<file path="src/rtl/vx_scalar_operand_collector.sv">
// Scalar operand collector: latches one issued instruction, reads its nonzero source registers
// serially through one GPR read port, and presents the operand bundle with a valid/ready handshake.
//
// state | meaning
// IDLE  | waiting for an instruction (in_ready=1)
// READ  | one GPR read request per cycle for each pending register
// DRAIN | capture of the last requested operand
// OUT   | bundle valid, held until out_ready
//
// out_data layout (MSB first): {uuid, wis, tmask, PC, ex_type, op_type, op_mod, wb, use_PC,
// use_imm, imm, rd, rs1_data[THREAD_CNT], rs2_data[THREAD_CNT], rs3_data[THREAD_CNT], is_branch},
// where lane 0 of each rsN_data is the least significant XLEN bits.
module vx_scalar_operand_collector #(
    parameter int THREAD_CNT  = 4,
    parameter int WARP_CNT    = 8,
    parameter int ISSUE_CNT   = (WARP_CNT < 4) ? WARP_CNT : 4,
    parameter int ISSUE_WIS_W = ((WARP_CNT / ISSUE_CNT) > 1) ? $clog2(WARP_CNT / ISSUE_CNT) : 1,
    parameter int NR_BITS     = 5,
    parameter int XLEN        = 32,
    parameter int UUID_W      = 44,
    parameter int PC_W        = 32,
    parameter int EX_W        = 3,
    parameter int OP_W        = 4,
    parameter int MOD_W       = 3,
    parameter int IN_W        = UUID_W + ISSUE_WIS_W + THREAD_CNT + PC_W + EX_W + OP_W + MOD_W
                                + 3 + XLEN + 4 * NR_BITS + 1,
    parameter int DATA_W      = UUID_W + ISSUE_WIS_W + THREAD_CNT + PC_W + EX_W + OP_W + MOD_W
                                + 3 + XLEN + NR_BITS + 3 * THREAD_CNT * XLEN + 1
) (
    input  logic                   clk,
    input  logic                   reset_n,
    input  logic                   in_valid,
    output logic                   in_ready,
    input  logic [IN_W-1:0]        in_data,
    output logic                   gpr_rd_req,
    output logic [ISSUE_WIS_W-1:0] gpr_rd_wis,
    output logic [NR_BITS-1:0]     gpr_rd_addr,
    input  logic [XLEN-1:0]        gpr_rd_data,
    input  logic                   wb_valid,
    input  logic [ISSUE_WIS_W-1:0] wb_wis,
    input  logic [NR_BITS-1:0]     wb_rd,
    input  logic [XLEN-1:0]        wb_data,
    output logic                   out_valid,
    input  logic                   out_ready,
    output logic [DATA_W-1:0]      out_data
);

    typedef struct packed {
        logic [UUID_W-1:0]      uuid;
        logic [ISSUE_WIS_W-1:0] wis;
        logic [THREAD_CNT-1:0]  tmask;
        logic [PC_W-1:0]        pc;
        logic [EX_W-1:0]        ex_type;
        logic [OP_W-1:0]        op_type;
        logic [MOD_W-1:0]       op_mod;
        logic                   wb;
        logic                   use_pc;
        logic                   use_imm;
        logic [XLEN-1:0]        imm;
        logic [NR_BITS-1:0]     rd;
        logic [NR_BITS-1:0]     rs1;
        logic [NR_BITS-1:0]     rs2;
        logic [NR_BITS-1:0]     rs3;
        logic                   is_branch;
    } in_t;

    typedef struct packed {
        logic [UUID_W-1:0]                  uuid;
        logic [ISSUE_WIS_W-1:0]             wis;
        logic [THREAD_CNT-1:0]              tmask;
        logic [PC_W-1:0]                    pc;
        logic [EX_W-1:0]                    ex_type;
        logic [OP_W-1:0]                    op_type;
        logic [MOD_W-1:0]                   op_mod;
        logic                               wb;
        logic                               use_pc;
        logic                               use_imm;
        logic [XLEN-1:0]                    imm;
        logic [NR_BITS-1:0]                 rd;
        logic [THREAD_CNT-1:0][XLEN-1:0]    rs1_data;
        logic [THREAD_CNT-1:0][XLEN-1:0]    rs2_data;
        logic [THREAD_CNT-1:0][XLEN-1:0]    rs3_data;
        logic                               is_branch;
    } out_t;

    typedef enum logic [1:0] {S_IDLE, S_READ, S_DRAIN, S_OUT} state_e;

    in_t                           in_s;
    logic [2:0][NR_BITS-1:0]       rs_in;

    state_e                        state_q, state_d;
    out_t                          out_q, out_d;
    logic                          out_valid_q, out_valid_d;
    logic [2:0][NR_BITS-1:0]       pend_reg_q, pend_reg_d;
    logic [2:0][1:0]               pend_slot_q, pend_slot_d;
    logic [1:0]                    pend_cnt_q, pend_cnt_d;
    logic [1:0]                    rd_idx_q, rd_idx_d;
    logic                          cap_valid_q, cap_valid_d;
    logic [1:0]                    cap_slot_q, cap_slot_d;
    logic [NR_BITS-1:0]            cap_reg_q, cap_reg_d;

    logic [2:0][NR_BITS-1:0]       new_reg;
    logic [2:0][1:0]               new_slot;
    logic [1:0]                    new_cnt;
    logic                          cap_bypass;
    logic [XLEN-1:0]               cap_val;

    assign in_s  = in_data;
    assign rs_in = {in_s.rs3, in_s.rs2, in_s.rs1};

    // Compacted list of nonzero source registers in rs1, rs2, rs3 order, with their operand slot.
    always_comb begin
        new_reg  = '0;
        new_slot = '0;
        new_cnt  = '0;
        for (int j = 0; j < 3; j++) begin
            if (rs_in[j] != '0) begin
                new_reg[new_cnt]  = rs_in[j];
                new_slot[new_cnt] = 2'(j);
                new_cnt           = new_cnt + 2'd1;
            end
        end
    end

    // A writeback landing in the same cycle as the read data is newer than the register file.
    assign cap_bypass = wb_valid && (wb_wis == out_q.wis) && (wb_rd == cap_reg_q) && (cap_reg_q != '0);
    assign cap_val    = cap_bypass ? wb_data : gpr_rd_data;

    always_comb begin
        state_d     = state_q;
        out_d       = out_q;
        out_valid_d = out_valid_q;
        pend_reg_d  = pend_reg_q;
        pend_slot_d = pend_slot_q;
        pend_cnt_d  = pend_cnt_q;
        rd_idx_d    = rd_idx_q;
        cap_valid_d = 1'b0;
        cap_slot_d  = cap_slot_q;
        cap_reg_d   = cap_reg_q;

        if (cap_valid_q) begin
            for (int i = 0; i < THREAD_CNT; i++) begin
                case (cap_slot_q)
                    2'd0:    out_d.rs1_data[i] = cap_val;
                    2'd1:    out_d.rs2_data[i] = cap_val;
                    default: out_d.rs3_data[i] = cap_val;
                endcase
            end
        end

        case (state_q)
            S_IDLE: begin
                if (in_valid) begin
                    out_d           = '0;
                    out_d.uuid      = in_s.uuid;
                    out_d.wis       = in_s.wis;
                    out_d.tmask     = in_s.tmask;
                    out_d.pc        = in_s.pc;
                    out_d.ex_type   = in_s.ex_type;
                    out_d.op_type   = in_s.op_type;
                    out_d.op_mod    = in_s.op_mod;
                    out_d.wb        = in_s.wb;
                    out_d.use_pc    = in_s.use_pc;
                    out_d.use_imm   = in_s.use_imm;
                    out_d.imm       = in_s.imm;
                    out_d.rd        = in_s.rd;
                    out_d.is_branch = in_s.is_branch;
                    pend_reg_d      = new_reg;
                    pend_slot_d     = new_slot;
                    pend_cnt_d      = new_cnt;
                    rd_idx_d        = '0;
                    if (new_cnt == '0) begin
                        state_d     = S_OUT;
                        out_valid_d = 1'b1;
                    end else begin
                        state_d     = S_READ;
                    end
                end
            end
            S_READ: begin
                cap_valid_d = 1'b1;
                cap_slot_d  = pend_slot_q[rd_idx_q];
                cap_reg_d   = pend_reg_q[rd_idx_q];
                rd_idx_d    = rd_idx_q + 2'd1;
                if (rd_idx_q == pend_cnt_q - 2'd1) begin
                    state_d = S_DRAIN;
                end
            end
            S_DRAIN: begin
                state_d     = S_OUT;
                out_valid_d = 1'b1;
            end
            default: begin
                if (out_ready) begin
                    state_d     = S_IDLE;
                    out_valid_d = 1'b0;
                end
            end
        endcase
    end

    always_ff @(posedge clk or negedge reset_n) begin
        if (!reset_n) begin
            state_q     <= S_IDLE;
            out_q       <= '0;
            out_valid_q <= 1'b0;
            pend_reg_q  <= '0;
            pend_slot_q <= '0;
            pend_cnt_q  <= '0;
            rd_idx_q    <= '0;
            cap_valid_q <= 1'b0;
            cap_slot_q  <= '0;
            cap_reg_q   <= '0;
        end else begin
            state_q     <= state_d;
            out_q       <= out_d;
            out_valid_q <= out_valid_d;
            pend_reg_q  <= pend_reg_d;
            pend_slot_q <= pend_slot_d;
            pend_cnt_q  <= pend_cnt_d;
            rd_idx_q    <= rd_idx_d;
            cap_valid_q <= cap_valid_d;
            cap_slot_q  <= cap_slot_d;
            cap_reg_q   <= cap_reg_d;
        end
    end

    assign in_ready    = (state_q == S_IDLE);
    assign out_valid   = out_valid_q;
    assign out_data    = out_q;
    assign gpr_rd_req  = (state_q == S_READ);
    assign gpr_rd_wis  = out_q.wis;
    assign gpr_rd_addr = pend_reg_q[rd_idx_q];

endmodule
</file>
<file path="config.mk">
export PLATFORM = sky130hd
export DESIGN_NAME = vx_scalar_operand_collector
export DESIGN_NICKNAME = d
export VERILOG_FILES = /design/src/rtl/vx_scalar_operand_collector.sv
export SDC_FILE = /design/constraint.sdc
export NUM_CORES = 1
export LEC_CHECK = 0
export BUFFER_PORTS_ARGS = -buffer_cell sky130_fd_sc_hd__buf_4
export CAP_MARGIN = 20
export CORE_AREA = 4 4 288 290
export DETAILED_ROUTE_END_ITERATION = 8
export DIE_AREA = 0 0 292 294
export REMOVE_ABC_BUFFERS = 1
export SKIP_LAST_GASP = 1
export SYNTH_ARGS = -nofsm -noshare
export SYNTH_HDL_FRONTEND = slang
export SYNTH_SLANG_ARGS = --single-unit
export TNS_END_PERCENT = 20
</file>
<file path="constraint.sdc">
create_clock -name clk -period 2.25 [get_ports clk]
set_input_delay 0.45 -clock clk [delete_from_list [all_inputs] [get_ports clk]]
set_output_delay 0.45 -clock clk [all_outputs]
set_load 0.02 [all_outputs]
</file>
# After elaboration in Yosys (flattened, before gate mapping)
# Cells that the tools add are included.
# word_totals
reg_bits,552
inputBits,222
output_inout_bits,525
wordCells,130
# classes
addsub,4
magnitude_cmp,5
n_eq_ne,9
mux,50
bitwise,4
reduce_logical,20
# ops
operator,count
2-to-1 mux 385 bit,2
2-to-1 mux 32 bit,13
2-to-1 mux 384 bit,1
bitwise mux 15 bit,2
2-to-1 mux 15 bit,2
2-to-1 mux 5 bit,5
demux 5 bit (select 2 bit),2
2-to-1 mux 2 bit,10
nonzero test 5 bit,4
binary-select mux 5 bit (select 2 bit),1
"less-than comparator 2 x 3 -> 1 bit, second input constant",3
demux 2 bit (select 2 bit),2
"adder 2 x 1 -> 2 bit, second input constant",3
zero test 2 bit,3
2-to-1 mux 6 bit,1
one-hot mux 2 bit (3 select lines),1
equality test 5 bit,1
logical AND 1 bit,5
2-to-1 mux 1 bit,5
binary-select mux 2 bit (select 2 bit),1
"equality test 2 x 1 -> 1 bit, second input constant",2
">= comparator 2 x 1 -> 1 bit, second input constant",2
"!= test 2 x 1 -> 1 bit, second input constant",2
one-hot mux 2 bit (2 select lines),1
other kinds (17),18

# Depth between registers and ports, before layout
# Gate-level depths: netlist of the first run.
# depth
ltp_word,11
ltp_mapped,8
ltp_nobuf,8

# Least setup slack after synthesis of the first run
# OpenSTA, ideal clock, no wires.
# synth_path
path_type,register to register
startpoint,register state_q[0]
endpoint,register pend_cnt_q[1]
arrival_time_ns,1.808
setup_slack_ns,0.301
path_stages_with_launch,8
n_path_buf,3
period_less_slack_ns,1.949
cell_sequence,dfrtp_1 inv_1 ha_1 clkbuf_1 and2_1 clkbuf_1 clkbuf_1 a31oi_1
# synth_via
elab_chain_len,2
# synth_lines
item,line,rtl
"start, declared",91,"state_e state_q, state_d;"
"start signal, assigned",215,state_q <= state_d;
zero test 2 bit,n/a,
net in_ready,33,"output logic in_ready,"
AND reduction 2 bit (no source line),n/a,
"end signal, assigned",220,pend_cnt_q <= pend_cnt_d;
"end, declared",96,"logic [1:0] pend_cnt_q, pend_cnt_d;"
# The timed path passes the listed nets, and every way through them passes these cells.
# A chain may end at the register's enable or synchronous reset.

# Worst setup path after layout of the first run
# layout_path
startpoint,register rd_idx_q[1]
endpoint,output port gpr_rd_addr[1]
# layout_via
elab_chain_len,2
# layout_lines
item,line,rtl
"start, declared",97,"logic [1:0] rd_idx_q, rd_idx_d;"
"start signal, assigned",221,rd_idx_q <= rd_idx_d;
binary-select mux 5 bit (select 2 bit),233,assign gpr_rd_addr = pend_reg_q[rd_idx_q];
2-to-1 mux 5 bit (not written as such),233,
"end, declared",37,"output logic [NR_BITS-1:0] gpr_rd_addr,"
# No other way between the ends. The select of a mux whose other input is x is not followed.

==> metrics.yaml, run 1 <==
sta:
  setup_violations: 0
  rsz0062_at_grt: "true"
  slew_headroom_pct: 60.2
  layout_setup_ws_ns: 0.0128
  tightest_slew_ns: 0.598
  fmax_ghz: 0.447
  finalMaxSlewViolations: 0
  final.setup_skew_ns: 0.0276
  period_share_pct: 99.4
  period_needed_ns: 2.24
  hold_violations: 0
finish:
  nFillCells: 7628
  final_common_cell: "buf_4"
  mostFrequentLayoutCells: "buf_4 (851), dfrtp_1 (551), nand2_1 (436)"
  final-instance-count-excl-fill: 4366
  fin_nets: 3478
  drive_gt1_share_pct: 33.8
  seq_area_sq_um: 13800
  area_delta_synth_final_pct: 46.2
  multi_input_area_sq_um: 9110
routing:
  vias: 22300
  wirelength_um: 94800
  drt-pass1-iter-count: 5
  wire_per_inst_um: 21.7
  ant_nets: 0
  post-route-drc-count: 0
  dr.first_iter.drc_count: 1560
  viasPerCell: 5.10
floorplan:
  die-area_sq_um: 85800
  dieWidth_um: 292
  start_util_pct: 29.6
  pin_count: 747
  dieHeight_um: 294
  rows: 104
  core_area_sq_um: 80300
global_route:
  grt_pass1_vias: 22200
  grt_pass1_wl_um: 141000
  gr-usage-all-layers_pct: 20.9
  grt_remaining_overflow: 0
  grt_max_degree: 93
  antenna_found_initial: 6
yosys:
  synth_cell_types: 42
  yosysWarnings: 0
  syn_area_per_cell_sq_um: 9.93
  syn_area_sq_um: 23700
  synth-seq-area-share_pct: 58.1
  syn_inst: 2390
  ys.flop_type: "dfrtp_1"
  synth_seq_cells: 551
  synth-edff-count: 0
  async_reset_ff_share_pct: 100
hold_path:
  min_path_type: "primary input to register"
clocking:
  cts_tree: "built"
  cts.sinks: 551
  h-tree-depth: 2
  cts_buffers: 61
  clockBufferDepth: 3
  clk_latency_ns: 0.62
  path_clk_slew_ns: 0.06
  cts_root_buffer: "clkbuf_16"
  post_cts_buffers: 0
placement:
  dpl.hpwl_um: 68100
  gp_congestion: 0.852
  io_buffers: 746
  post-place-cells: 4132
  pre_cts_slack_ns: -0.0244
setup_path:
  worst-path-buf-inv: 2
  cp_data_required_time_ns: 1.80
  max_stage_delay_ns: 0.43
  cp-start-kind: "register"
  path_delay_family: "flip-flops"
  crit_fanout: 5
  critPathCaptureType: "output pin"
  cp_data_arrival_time_ns: 1.79
  cp_slowest_cell: "dfrtp_1"
  path_cells: "buf_4 > mux2i_1 > o21ai_2 > buf_4"
  cpMostUsedCell: "buf_4"
  critPathKind: "register to output pin"
status:
  status: "completed"
power_and_ir_drop:
  powerDensity_nw_per_um2: 1560
  p_leak_nw: 16.8
  irDropWorstVdd_mv: 0.763
flow_run:
  cap_violations: 0
## stage by stage
| step | setup TNS (ns) | hold slack (ns) | util (%) | instance area (sq um) | total power [mW] |
|---|---|---|---|---|---|
| after floorplan | -4411.71 | 0.154 | - | 22800 | 27.4 |
| after global placement | 0 | 0.347 | 39.1 | 31400 | 43.3 |
| after CTS | -0.0997 | 0.00194 | 43.1 | 34600 | 54.5 |
| final | 0 | 0.0502 | 43.2 | 34700 | 54.2 |
| after global routing | -0.217 | 0.0219 | 43.2 | 34700 | 57.4 |
| after detailed placement | -0.0460 | 0.349 | 39.1 | 31400 | 43.6 |
## cells in the mapped netlist, drive strengths merged, types with 3 or more instances
| cell type | n | share of area, % |
|---|---|---|
| a211oi | 6 | 0.19 |
| a21oi | 5 | 0.11 |
| a311oi | 96 | 6.0 |
| a31oi | 4 | 0.11 |
| a32oi | 3 | 0.11 |
| and4 | 96 | 3.5 |
| buf | 47 | 1.2 |
| clkbuf | 163 | 2.6 |
| dfrtp | 551 | 58 |
| ha | 9 | 0.47 |
| inv | 6 | 0.095 |
| mux2 | 7 | 0.33 |
| mux2i | 10 | 0.42 |
| nand2 | 438 | 6.9 |
| nand3 | 7 | 0.15 |
| nor2 | 115 | 1.8 |
| nor2b | 5 | 0.13 |
| nor3 | 386 | 8.1 |
| nor4 | 5 | 0.16 |
| o21ai | 401 | 8.5 |
| o31ai | 6 | 0.19 |
| xnor2 | 3 | 0.11 |
| xor2 | 5 | 0.18 |
## where the power goes
group | internal [mW] | total (mW) | switching, mW
Clock | 6.08 | 10.4 | 4.31
Sequential | 14.5 | 17.6 | 3.16
Combinational | 10.2 | 26.2 | 16.1
Total | 30.7 | 54.2 | 23.5
## registers in the layout (all words and copies together) (netlist names)
signal / count
cap_reg_q: 5
out_valid: 1
pend_reg_q: 15
pend_slot_q: 5
state_q: 2
cap_valid_q: 1
pend_cnt_q: 2
cap_slot_q: 2
gpr_rd_wis: 1
out_data: 515
rd_idx_q: 2
## final timing paths
| check | startpoint | endpoint | slack, ns | cells past startpoint |
|---|---|---|---|---|
| max | rd_idx_q[1] | gpr_rd_addr[1] | 0.01 | 4 |
| min | in_data[52] | out_data[421] | 0.05 | 3 |
| max reg2reg | cap_reg_q[0] | out_data[313] | 0.08 | 7 |
| min reg2reg | pend_reg_q[12] | pend_reg_q[12] | 0.47 | 2 |
| max in group asynchronous | reset_n | out_data[477] | 1.04 | 4 |
| min in group asynchronous | reset_n | out_data[475] | 0.31 | 2 |
## what timing repair did
action	4_1_cts	5_1_grt
gates cloned	0	1
endpoints found under the hold margin	151	0
endpoints found under the setup margin	6	185
resized for setup	8	5
hold buffers	111	0
## worst register-to-register path, stage by stage (launching register included)
cell,delay (ns)
dfrtp_1,0.42
xor2_1,0.40
nor4_4,0.07
buf_12,0.18
buf_12,0.20
buf_4,0.17
a311oi_2,0.43
nor3_1,0.13
## logic make-up (layout without fill, tap and decap cells)
kind of cell | after synthesis | count (layout) | synth area share [%]
adders and majority gates | 9 | 9 | 0.474
buffers and inverters | 216 | 1124 | 3.86
and+or+nand+nor | 1064 | 1064 | 21.2
muxes | 17 | 17 | 0.754
other | 0 | 8 | 0
xor gates and xnor gates | 8 | 8 | 0.295
AOI/OAI and AO/OA | 525 | 525 | 15.3
DFF | 551 | 551 | 58.1
## layer usage
layer / global-route usage, % / up-vias / share of wire, %
met2: 32.8 / 819 / 47
met3: 4.72 / 188 / 6.8
met4: 7.99 / 0 / 3.8
met5: 0 / - / 0
met1: 28.3 / 11000 / 43
li1: - / 10200 / -
## cell type report
cell class,instances,share of cell area [%]
tap,1060,3.82
clock buffer,87,5.14
sequential,551,39.7
clock inverter,27,0.880
multi-input combinational,1623,26.3
antenna,8,0.0577
timing repair buffer,1004,24.1
inverter,6,0.0649
Power figures use the tool's default switching activity.
==> inputs of run 2 (changes only) <==
Settings changed: CTS_BUF_LIST set to sky130_fd_sc_hd__clkbuf_16.
==> run 2 against run 1 <==
Register-to-register slack improved by 0.04 ns; global-route usage about the same; final cell count decreased by 0.14%; clock skew increased by 0.0035 ns; critical endpoint unchanged; largest power group unchanged.
==> metrics.yaml, run 2 (same netlist as run 1, synthesis figures left out) <==
status:
  status: "completed"
routing:
  drt-pass1-iter-count: 6
  wirelength_um: 94500
  dr.first_iter.drc_count: 1598
  viasPerCell: 5.09
  wire_per_inst_um: 21.7
  vias: 22200
  ant_nets: 0
  post-route-drc-count: 0
hold_path:
  min_path_type: "primary input to register"
clocking:
  clockBufferDepth: 3
  h-tree-depth: 2
  cts_root_buffer: "clkbuf_16"
  path_clk_slew_ns: 0.06
  cts.sinks: 551
  cts_tree: "built"
  clk_latency_ns: 0.62
  cts_buffers: 61
  post_cts_buffers: 0
finish:
  fin_nets: 3476
  mostFrequentLayoutCells: "buf_4 (851), dfrtp_1 (551), nand2_1 (436)"
  area_delta_synth_final_pct: 45.4
  final-instance-count-excl-fill: 4360
  utilization_pct: 43.0
  drive_gt1_share_pct: 33.3
  largest_reg_flops: 515
  final_common_cell: "buf_4"
floorplan:
  pin_count: 747
  rows: 104
  start_util_pct: 29.6
  dieHeight_um: 294
  dieWidth_um: 292
  die-area_sq_um: 85800
  core_area_sq_um: 80300
power_and_ir_drop:
  powerDensity_nw_per_um2: 1550
  irDropWorstVdd_mv: 0.742
  finalPower_mw: 53.6
  p_leak_nw: 16.8
placement:
  io_buffers: 746
  dpl.hpwl_um: 68100
  post-place-cells: 4132
  gp_congestion: 0.852
sta:
  setup_violations: 0
  fin_tns_setup_ns: 0
  finalMaxSlewViolations: 0
  hold_violations: 0
  period_share_pct: 99.6
  slew_headroom_pct: 60.2
  final.setup_skew_ns: 0.0311
  rsz0062_at_grt: "true"
  period_needed_ns: 2.24
  fmax_ghz: 0.446
  tightest_slew_ns: 0.598
global_route:
  grt_remaining_overflow: 0
  grt_pass1_wl_um: 141000
  gr-usage-all-layers_pct: 20.9
  grt_pass1_vias: 22200
  antenna_found_initial: 6
  grt_max_degree: 93
setup_path:
  crit_fanout: 5
  critPathKind: "register to output pin"
  cp_data_arrival_time_ns: 1.79
  cp_slowest_cell: "dfrtp_1"
  cp_data_required_time_ns: 1.80
  cp-start-kind: "register"
  critPathCaptureType: "output pin"
  cpMostUsedCell: "buf_4"
  path_cells: "buf_4 > mux2i_1 > o21ai_2 > buf_4"
  max_stage_delay_ns: 0.43
flow_run:
  cap_violations: 0
-- run 2: power by group --
group	internal [mW]	switching, mW	total, mW
logic	10.1	16.1	26.2
clock network	5.49	4.27	9.76
registers	14.5	3.17	17.6
total	30.1	23.5	53.6
-- run 2: worst paths after layout --
path	start	to	slack, ns	depth (start not counted)
min reg2reg	pend_reg_q[12]	pend_reg_q[12]	0.47	2
min	in_data[52]	out_data[421]	0.04	3
max reg2reg	cap_reg_q[3]	out_data[313]	0.12	7
min in group asynchronous	reset_n	out_data[475]	0.30	2
max	rd_idx_q[1]	gpr_rd_addr[1]	0.009	4
max in group asynchronous	reset_n	out_data[477]	1.05	4
-- run 2: timing repair --
action / in CTS / in global routing
hold buffers: 110 / 0
hold endpoints to repair: 150 / 0
gates resized for setup: 8 / 5
setup endpoints to repair: 6 / 188
-- run 2: critical path, delay by kind of cell (launching register included) --
| kind | cells | cell delay (ns) |
|---|---|---|
| AO/OA/AOI/OAI | 1 | 0.22 |
| buffers and inverters | 2 | 0.39 |
| flip-flops | 1 | 0.43 |
| multiplexers | 1 | 0.13 |
-- run 2: metrics by stage --
stage / setup slack (ns) / area (sq um) / hold WS [ns]
detailed placement: -0.0244 / 31400 / 0.349
global route: -0.0480 / 34500 / 0.0218
floorplan: -9.60 / 22800 / 0.154
finish: 0.00894 / 34500 / 0.0440
CTS: -0.0617 / 34500 / 0.00194
global placement: 0.0105 / 31400 / 0.347
-- run 2: cell type report --
| cell class | instances | area, sq um |
|---|---|---|
| timing repair buffer | 1002 | 8310 |
| tap | 1060 | 1330 |
| fill | 7668 | 45800 |
| sequential | 551 | 13800 |
| clock inverter | 53 | 403 |
| inverter | 6 | 22.5 |
| antenna | 4 | 10.0 |
| multi-input combinational | 1623 | 9110 |
| clock buffer | 61 | 1530 |
-- run 2: layer usage --
layer	vias to the layer above	track usage [%]	routed length [um]
met2	813	32.8	44200
met1	10900	28.4	40300
met5	-	0	0
met4	0	8.04	3700
li1	10200	-	-
met3	204	4.64	6310
